$ cat src/rtl/truth_table_sweep_pkg.sv
// Shared types and default constants for the truth_table_sweep block.
package truth_table_sweep_pkg;

  typedef enum logic [1:0] {
    IDLE  = 2'd0,
    DRIVE = 2'd1,
    DONE  = 2'd2
  } state_t;

  localparam logic [15:0] DEF_SIG_POLY = 16'h1021;
  localparam logic [15:0] DEF_SIG_SEED = 16'hFFFF;

endpackage

$ cat src/rtl/truth_table_sweep_if.sv
// Bus bundle between the sweep block (slave) and the bench/BIST side (master).
interface truth_table_sweep_if #(
  parameter int IN_W  = 4,
  parameter int OUT_W = 1,
  parameter int SIG_W = 16
);
  logic             start;
  logic             abort;
  logic [SIG_W-1:0] expected_sig;
  logic [OUT_W-1:0] dut_resp;
  logic [IN_W-1:0]  vec_out;
  logic             busy;
  logic             done;
  logic             pass;
  logic [SIG_W-1:0] signature;
  logic [IN_W-1:0]  rd_addr;
  logic [OUT_W-1:0] rd_data;

  modport master (
    output start, abort, expected_sig, dut_resp, rd_addr,
    input  vec_out, busy, done, pass, signature, rd_data
  );

  modport slave (
    input  start, abort, expected_sig, dut_resp, rd_addr,
    output vec_out, busy, done, pass, signature, rd_data
  );
endinterface

$ cat src/rtl/truth_table_sweep_misr.sv
// Multiple-input signature register: shifts left with polynomial feedback
// from the MSB and folds the zero-extended response word into the LSBs.
module sweep_misr #(
  parameter int               SIG_W    = 16,
  parameter int               OUT_W    = 1,
  parameter logic [SIG_W-1:0] SIG_POLY = 16'h1021,
  parameter logic [SIG_W-1:0] SIG_SEED = 16'hFFFF
) (
  input  logic             clk,
  input  logic             rst,
  input  logic             load,
  input  logic             en,
  input  logic [OUT_W-1:0] data,
  output logic [SIG_W-1:0] sig,
  output logic [SIG_W-1:0] sig_nxt
);

  // Next signature is exposed so the owner can compare it in the same cycle.
  always_comb begin
    sig_nxt = {sig[SIG_W-2:0], 1'b0} ^ (sig[SIG_W-1] ? SIG_POLY : '0) ^ SIG_W'(data);
  end

  // Seed on load, fold on enable, otherwise hold (abort freezes the value).
  always_ff @(posedge clk or posedge rst) begin
    if (rst)       sig <= SIG_SEED;
    else if (load) sig <= SIG_SEED;
    else if (en)   sig <= sig_nxt;
  end

endmodule

$ cat src/rtl/truth_table_sweep.sv
// Exhaustive truth-table sweep generator with MISR response compaction.
// Optional macro TRUTH_TABLE_SWEEP_CAPTURE_EN adds a per-vector response bank
// readable through rd_addr/rd_data; without it rd_data is tied low.
//
// state | meaning
// IDLE  | waiting for start, vec_out parked at 0
// DRIVE | walking vectors, HOLD_CYCLES clocks each, sampling on the last
// DONE  | sweep finished, signature/pass held until start or abort
module truth_table_sweep
  import truth_table_sweep_pkg::*;
#(
  parameter int               IN_W        = 4,
  parameter int               OUT_W       = 1,
  parameter int               HOLD_CYCLES = 20,
  parameter int               SIG_W       = 16,
  parameter logic [SIG_W-1:0] SIG_POLY    = DEF_SIG_POLY,
  parameter logic [SIG_W-1:0] SIG_SEED    = DEF_SIG_SEED
) (
  input logic                clk,
  input logic                rst,
  truth_table_sweep_if.slave bus
);

  localparam int              HC_W      = (HOLD_CYCLES > 1) ? $clog2(HOLD_CYCLES) : 1;
  localparam logic [HC_W-1:0] HOLD_LAST = HC_W'(HOLD_CYCLES - 1);
  localparam logic [IN_W-1:0] VEC_LAST  = '1;

  state_t           state, state_nxt;
  logic [HC_W-1:0]  hold_cnt;
  logic [IN_W-1:0]  vec_q;
  logic [SIG_W-1:0] exp_q;
  logic [SIG_W-1:0] sig_nxt;
  logic             accept, sample, finish;
  logic             busy_q, done_q, pass_q;

  // State register.
  always_ff @(posedge clk or posedge rst) begin
    if (rst) state <= IDLE;
    else     state <= state_nxt;
  end

  // Next-state decode and per-cycle strobes; abort overrides everything.
  always_comb begin
    state_nxt = state;
    accept    = 1'b0;
    sample    = 1'b0;
    finish    = 1'b0;
    if (bus.abort) begin
      state_nxt = IDLE;
    end else begin
      case (state)
        IDLE, DONE: begin
          if (bus.start) begin
            accept    = 1'b1;
            state_nxt = DRIVE;
          end
        end
        DRIVE: begin
          if (hold_cnt == HOLD_LAST) begin
            sample = 1'b1;
            if (vec_q == VEC_LAST) begin
              finish    = 1'b1;
              state_nxt = DONE;
            end
          end
        end
        default: state_nxt = IDLE;
      endcase
    end
  end

  // Hold/vector counters, golden latch and registered status outputs.
  always_ff @(posedge clk or posedge rst) begin
    if (rst) begin
      hold_cnt <= '0;
      vec_q    <= '0;
      exp_q    <= '0;
      busy_q   <= 1'b0;
      done_q   <= 1'b0;
      pass_q   <= 1'b0;
    end else begin
      busy_q <= (state_nxt == DRIVE);
      done_q <= finish;
      if (bus.abort) begin
        hold_cnt <= '0;
        vec_q    <= '0;
        pass_q   <= 1'b0;
      end else if (accept) begin
        hold_cnt <= '0;
        vec_q    <= '0;
        pass_q   <= 1'b0;
        exp_q    <= bus.expected_sig;
      end else if (state == DRIVE) begin
        if (sample) begin
          hold_cnt <= '0;
          vec_q    <= vec_q + IN_W'(1);
          if (finish) pass_q <= (sig_nxt == exp_q);
        end else begin
          hold_cnt <= hold_cnt + HC_W'(1);
        end
      end
    end
  end

  sweep_misr #(
    .SIG_W   (SIG_W),
    .OUT_W   (OUT_W),
    .SIG_POLY(SIG_POLY),
    .SIG_SEED(SIG_SEED)
  ) u_misr (
    .clk    (clk),
    .rst    (rst),
    .load   (accept),
    .en     (sample),
    .data   (bus.dut_resp),
    .sig    (bus.signature),
    .sig_nxt(sig_nxt)
  );

`ifdef TRUTH_TABLE_SWEEP_CAPTURE_EN
  logic [OUT_W-1:0] bank [2**IN_W];

  // Response bank: cleared on reset and on every accepted start.
  always_ff @(posedge clk or posedge rst) begin
    if (rst) begin
      for (int i = 0; i < 2**IN_W; i++) bank[i] <= '0;
    end else if (accept) begin
      for (int i = 0; i < 2**IN_W; i++) bank[i] <= '0;
    end else if (sample) begin
      bank[vec_q] <= bus.dut_resp;
    end
  end

  assign bus.rd_data = bank[bus.rd_addr];
`else
  logic unused_rd_addr;
  assign unused_rd_addr = ^bus.rd_addr;
  assign bus.rd_data    = '0;
`endif

  assign bus.vec_out = vec_q;
  assign bus.busy    = busy_q;
  assign bus.done    = done_q;
  assign bus.pass    = pass_q;

endmodule

$ cat src/flat_wrapper.sv
// flat-port wrapper written by rule: the top's interface ports become plain ports
module truth_table_sweep_flat import truth_table_sweep_pkg::*;
#(
  parameter int               IN_W        = 4,
  parameter int               OUT_W       = 1,
  parameter int               HOLD_CYCLES = 20,
  parameter int               SIG_W       = 16,
  parameter logic [SIG_W-1:0] SIG_POLY    = DEF_SIG_POLY,
  parameter logic [SIG_W-1:0] SIG_SEED    = DEF_SIG_SEED
)
  (clk, rst, bus_start, bus_abort, bus_expected_sig, bus_dut_resp, bus_rd_addr, bus_vec_out, bus_busy, bus_done, bus_pass, bus_signature, bus_rd_data);
  truth_table_sweep_if #(.IN_W(IN_W), .OUT_W(OUT_W), .SIG_W(SIG_W)) bus_i ();
  input logic clk;
  input logic rst;
  input wire logic [$bits(bus_i.start)-1:0] bus_start;
  input wire logic [$bits(bus_i.abort)-1:0] bus_abort;
  input wire logic [$bits(bus_i.expected_sig)-1:0] bus_expected_sig;
  input wire logic [$bits(bus_i.dut_resp)-1:0] bus_dut_resp;
  input wire logic [$bits(bus_i.rd_addr)-1:0] bus_rd_addr;
  output wire logic [$bits(bus_i.vec_out)-1:0] bus_vec_out;
  output wire logic [$bits(bus_i.busy)-1:0] bus_busy;
  output wire logic [$bits(bus_i.done)-1:0] bus_done;
  output wire logic [$bits(bus_i.pass)-1:0] bus_pass;
  output wire logic [$bits(bus_i.signature)-1:0] bus_signature;
  output wire logic [$bits(bus_i.rd_data)-1:0] bus_rd_data;
  assign bus_i.start = bus_start;
  assign bus_i.abort = bus_abort;
  assign bus_i.expected_sig = bus_expected_sig;
  assign bus_i.dut_resp = bus_dut_resp;
  assign bus_i.rd_addr = bus_rd_addr;
  assign bus_vec_out = bus_i.vec_out;
  assign bus_busy = bus_i.busy;
  assign bus_done = bus_i.done;
  assign bus_pass = bus_i.pass;
  assign bus_signature = bus_i.signature;
  assign bus_rd_data = bus_i.rd_data;
  truth_table_sweep #(.IN_W(IN_W), .OUT_W(OUT_W), .HOLD_CYCLES(HOLD_CYCLES), .SIG_W(SIG_W), .SIG_POLY(SIG_POLY), .SIG_SEED(SIG_SEED)) u_core (.clk(clk), .rst(rst), .bus(bus_i));
endmodule
$ cat config.mk
export PLATFORM = sky130hd
export DESIGN_NAME = truth_table_sweep_flat
export DESIGN_NICKNAME = d
export VERILOG_FILES = /design/src/rtl/truth_table_sweep_pkg.sv /design/src/rtl/truth_table_sweep_if.sv /design/src/rtl/truth_table_sweep_misr.sv /design/src/rtl/truth_table_sweep.sv /design/src/flat_wrapper.sv
export SDC_FILE = /design/constraint.sdc
export NUM_CORES = 1
export LEC_CHECK = 0
export CAP_MARGIN = 5
export CORE_AREA = 10 10 82 84
export CTS_CLUSTER_SIZE = 20
export DETAILED_ROUTE_END_ITERATION = 7
export DIE_AREA = 0 0 92 94
export PLACE_DENSITY = 0.73
export SETUP_SLACK_MARGIN = 0.5
export SYNTH_ARGS = -nofsm -noshare
export SYNTH_HDL_FRONTEND = slang
export SYNTH_SLANG_ARGS = --single-unit
$ cat constraint.sdc
create_clock -name clk -period 1.5 [get_ports clk]
set_input_delay 0.45 -clock clk [delete_from_list [all_inputs] [get_ports clk]]
set_output_delay 0.45 -clock clk [all_outputs]
set_load 0.01 [all_outputs]
## Word level (Yosys, flattened, before mapping)

Cells that the tools add are included.

- Logic and storage cells: 59
- Bits in registers: 46
- Output and inout bits: 24
- Input port bits: 25

- Bitwise operators: 3
- Reduce and logical (&&, ||, !) cells: 9
- Muxes and demuxes: 31
- Equality and inequality tests: 6
- Add/subtract/negate cells: 2

Operator list:

| cell | count |
|---|---|
| $mux W16 | 2 |
| $mux W5 | 4 |
| $eq A16 B16 Y1 | 1 |
| $mux W4 | 4 |
| $xor A16 B1 Y16 | 1 |
| $xor A16 B16 Y16 | 1 |
| $mux W1 | 15 |
| $mux W13 | 1 |
| $reduce_bool A3 Y1 | 3 |
| $mux W2 | 4 |
| $add A5 B1 Y5 const B | 1 |
| $eq A5 B5 Y1 const B | 1 |
| $add A4 B1 Y4 const B | 1 |
| $eq A2 B1 Y1 const B | 2 |
| $eq A4 B4 Y1 const B | 1 |
| $pmux W2 S2 | 1 |
| $reduce_and A2 Y1 | 2 |
| $reduce_and A3 Y1 | 1 |
| $eq A2 B2 Y1 const B | 1 |
| $logic_not A2 Y1 | 1 |
| $reduce_bool A2 Y1 | 1 |
| $reduce_or A2 Y1 | 1 |
| $not A1 Y1 | 1 |

## Depth between registers and ports, before layout

- Depth in word-level cells: 10
- Mapped depth: 6

## Hierarchy

Synthesis repeated with hierarchy kept, for this count alone.

- Cells, all modules: 199
- Area, all modules: 2336.0 um^2

By module, submodules not included:

| module | area an instance (um^2) | seq. area each (um^2) | times used | cells an instance |
|---|---|---|---|---|
| truth_table_sweep | 1505.2 | 750.7 | 1 | 125 |
| sweep_misr | 830.8 | 420.4 | 1 | 74 |

## Worst setup path before layout

OpenSTA, ideal clock, no wires.

- Path kind: input -> register
- Start: in bus_start
- End: reg u_core.exp_q[12]
- Path buffers: 2
- Data arrival time: 1402 ps
- Setup slack: -27 ps
- Cell stages on the path: 5
- Required time: 1375 ps
- Cells stage by stage: nor2b_2 > nor2b_1 > buf_2 > buf_2 > mux2_2

- Cells in the longest elaborated chain, start to end: 4

RTL lines:

| element | RTL line | RTL |
|---|---|---|
| from (decl) | flat_wrapper.sv:15 | `input wire logic [$bits(bus_i.start)-1:0] bus_start;` |
| $mux W1 | truth_table_sweep.sv:53 | `if (bus.start) begin` |
| $mux W1 | truth_table_sweep.sv:51 | `case (state)` |
| $mux W1 | truth_table_sweep.sv:48 | `if (bus.abort) begin` |
| $reduce_and A2 Y1 (no source line) | -- |  |
| to (signal assigned) | truth_table_sweep.sv:92 | `exp_q <= bus.expected_sig;` |
| to (decl) | truth_table_sweep.sv:31 | `logic [SIG_W-1:0] exp_q;` |

No other way between the ends.
A chain may end at the register's enable or synchronous reset.

## Worst setup path after layout

- Start: reg u_core.hold_cnt[0]
- End: reg u_core.vec_q[1] (netlist: u_core.bus.vec_out[1])

- Cells in the longest elaborated chain, start to end: 6

RTL lines:

| element | RTL line | RTL |
|---|---|---|
| from (decl) | truth_table_sweep.sv:29 | `logic [HC_W-1:0] hold_cnt;` |
| from (signal assigned) | truth_table_sweep.sv:99 | `hold_cnt <= hold_cnt + HC_W'(1);` |
| $eq A5 B5 Y1 | truth_table_sweep.sv:59 | `if (hold_cnt == HOLD_LAST) begin` |
| $mux W1 | truth_table_sweep.sv:59 |  |
| $mux W1 | truth_table_sweep.sv:51 |  |
| $mux W1 | truth_table_sweep.sv:48 |  |
| $reduce_bool A3 Y1 (no source line) | -- |  |
| $reduce_and A2 Y1 (no source line) | -- |  |
| to (signal assigned) | truth_table_sweep.sv:96 | `vec_q <= vec_q + IN_W'(1);` |
| to (decl) | truth_table_sweep.sv:30 | `logic [IN_W-1:0] vec_q;` |

No other way between the ends.

==> qor.csv <==
stage,metric,value,unit
synthesis,synth_area,2207,µm²
run,cap_violations,0,
power,power_leakage,1.586,nW
die,initial_core_util,0.4349,
final_layout,post-route-util,0.7374,
drt,drc_errors,0,
critical_path,crit_fanout,4,
synthesis,ys_seq_area_frac,0.5306,
grt,grt_pass1_wl,10070,µm
place,dp_hpwl,3689,µm
synthesis,yosysMostFrequentCell,dfrtp_1,
synthesis,yosys-top-cells-count,"dfrtp_1 (30), nor2_1 (20), o21ai_0 (18)",
final_layout,syn2layout_area_growth,69.56,%
timing,slew_violations,0,
timing,finalClockSkew,11.19,ps
drt,wl_met1,2808,µm
place,dp.cells,338,
drt,drt_iter0_markers,114,
critical_path,cp-start-kind,flop,
power,power.density,757.1,nW/µm²
die,die_x,92,µm
clock_network,clkLatencyLatePin,300,ps
timing,rsz0062_at_grt,yes,
synthesis,async_flop_share,1.000,
drt,wl_met2,3693,µm
clock_network,postCtsHoldBufs,0,
clock_network,cts.sinks,46,
die,ioPinCount,49,
synthesis,ys_types,37,
clock_network,htreeDepth,2,
timing,fmax,619.3,MHz
drt,wl_met3,373,µm
place,io_buffer_count,43,
die,die_h,94,µm
power,worst_ir_drop_vdd,0.6409,mV
grt,grt_max_degree,47,
synthesis,synth_top_area_frac,0.3401,
final_layout,nFillCells,342,
grt,track_usage,0.1445,
drt,firstDrtPassIters,4,
drt,wirelength,7006,µm
drt,drtAntennaViolNets,0,
clock_network,cts_root_buf,clkbuf_8,
outcome,failed_checks,negative setup slack,
synthesis,ys_warn_count,0,
die,dieArea,8648,µm²
synthesis,synth-edff-count,0,
synthesis,synth-seq-cells,46,
grt,grt_pass1_vias,2033,
die,rows,26,
synthesis,synth_area_leaders,"dfrtp_1 (34%), dfstp_2 (19%), mux2_2 (8.7%)",
drt,routedWlPerCell,18.83,µm
clock_network,cts_buffers,5,
place,place_congestion,0.7590,
final_layout,n_antenna_cell,0,
critical_path,critPathCaptureType,flop,
grt,overflow,0,
grt,antenna_found_initial,0,
final_layout,layout.cells.non_filler,372,
timing,timing.final.ws_setup,-114.7,ps
clock_network,cts_tree,built,
drt,vias,1919,
outcome,outcome,finished with violations,
synthesis,syn_area_per_cell,10.98,µm²
final_layout,fin_nets,328,
critical_path,arrival,1850,ps
synthesis,synth_top_area_cell,dfrtp_1,
timing,period_minus_slack,1615,ps
clock_network,cts.clk_slew.worst_paths,100,ps
timing,setup_violations,23,
timing,whs,516.1,ps
timing,post-route-period-util,1.076,
synthesis,ys.flop_type,dfrtp_1,
timing,finalHoldViolCount,0,
critical_path,crit_type,flop to flop,
synthesis,syn-num-nets,228,
drt,viasPerCell,5.159,
die,core,5075,µm²
drt,top_layer_used,met4,
clock_network,cts_buffer_depth,2,
synthesis,netlist_instances,201,
final_layout,drive_gt1_frac,0.5795,
hold_path,hold_path.class,flop to flop,
critical_path,worstPathRequired,1740,ps
==> cells by family after synthesis <==
family | after synthesis | synth area share
buffers and inverters | 13 | 0.03854
AO/OA/AOI/OAI | 29 | 0.07143
flip-flops | 46 | 0.5306
other | 1 | 0.001699
AND/OR/NAND/NOR | 71 | 0.1724
adder cells (fa/ha/maj) | 2 | 0.01134
XOR/XNOR | 22 | 0.08730
multiplexers | 17 | 0.08673
==> power by group <==
group | leakage, nW | internal [W] | switching, W
registers | 0.548 | 0.00135 | 0.0000905
clock network | 0.0472 | 0.000372 | 0.000452
logic | 0.991 | 0.000344 | 0.000230
==> placed cells by master (no fill, tap or decap), drive strengths merged, types with 2 or more instances in the layout <==
cell type,instances
a21oi,7
buf,83
clkbuf,8
clkdlybuf4s50,18
clkinvlp,2
dfrtp,30
dfstp,16
ha,2
mux2,17
nand2,17
nand2b,3
nand3,4
nand4,2
nor2,20
nor2b,4
nor3,9
nor4,3
o21ai,18
xnor2,6
xor2,16
==> path summary, 6_finish.rpt <==
kind | start | to | slack (ps) | depth (start not counted)
setup / recovery | u_core.hold_cnt[0] | u_core.bus.vec_out[1] | -110 | 5
hold reg to reg | u_core.u_misr.sig[8] | u_core.u_misr.sig[9] | 520 | 2
setup reg to reg | u_core.hold_cnt[0] | u_core.bus.vec_out[1] | -110 | 5
min in group asynchronous | rst | u_core.exp_q[6] | 540 | 3
max in group asynchronous | rst | u_core.u_misr.sig[4] | 680 | 3
hold / removal | u_core.u_misr.sig[8] | u_core.u_misr.sig[9] | 520 | 2
==> registers in the layout (all words and copies together) (netlist names) <==
signal              cells
u_core.exp_q           16
u_core.bus.done         1
u_core.bus.busy         1
u_core.bus.pass         1
u_core.bus.vec_out      4
u_core.hold_cnt         5
u_core.state            2
u_core.u_misr.sig      16
==> per-layer routing <==
layer  global-route usage  up-vias
met5                    0        -
met4              0.04113        0
met3              0.03997       11
met2               0.2582       57
met1               0.1646      964
li1                     -      887
==> critical path, cell delays in order, from the launching register on <==
cell      delay [ps]
dfrtp_1          430
ha_4             190
and4bb_2         270
a211oi_2         310
buf_4            200
a22o_1           140
==> what timing repair did <==
item / in CTS / in global routing
cloned: 3 / 2
buffers inserted: 11 / 10
pin swaps: 9 / 27
hold endpoints to repair: 0 / 0
resized for setup: 142 / 46
setup endpoints to repair: 69 / 69
==> through the flow <==
step | setup slack (ps) | cell area (µm²) | power, W | setup TNS (ps)
floorplan | 69.85 | 2345 | 0.001725 | 0
detailed placement | -468.6 | 3053 | 0.001877 | -14980
global placement | -446.7 | 3053 | 0.001862 | -14680
global route | -190.8 | 3742 | 0.002938 | -2297
CTS | -3.553 | 3415 | 0.002780 | -7.740
finish | -114.7 | 3742 | 0.002833 | -1210
==> cell type report <==
cell class,instances,area (µm²),area share
multi-input cells,142,1275,0.3407
flip-flops and latches,46,1172,0.3133
well taps,70,87.58,0.02340
inverters,1,7.507,0.002006
repair buffers,105,1105,0.2952
clock buffers,6,82.58,0.02207
clock inverters,2,12.51,0.003343
(Power assumes the default switching activity.)
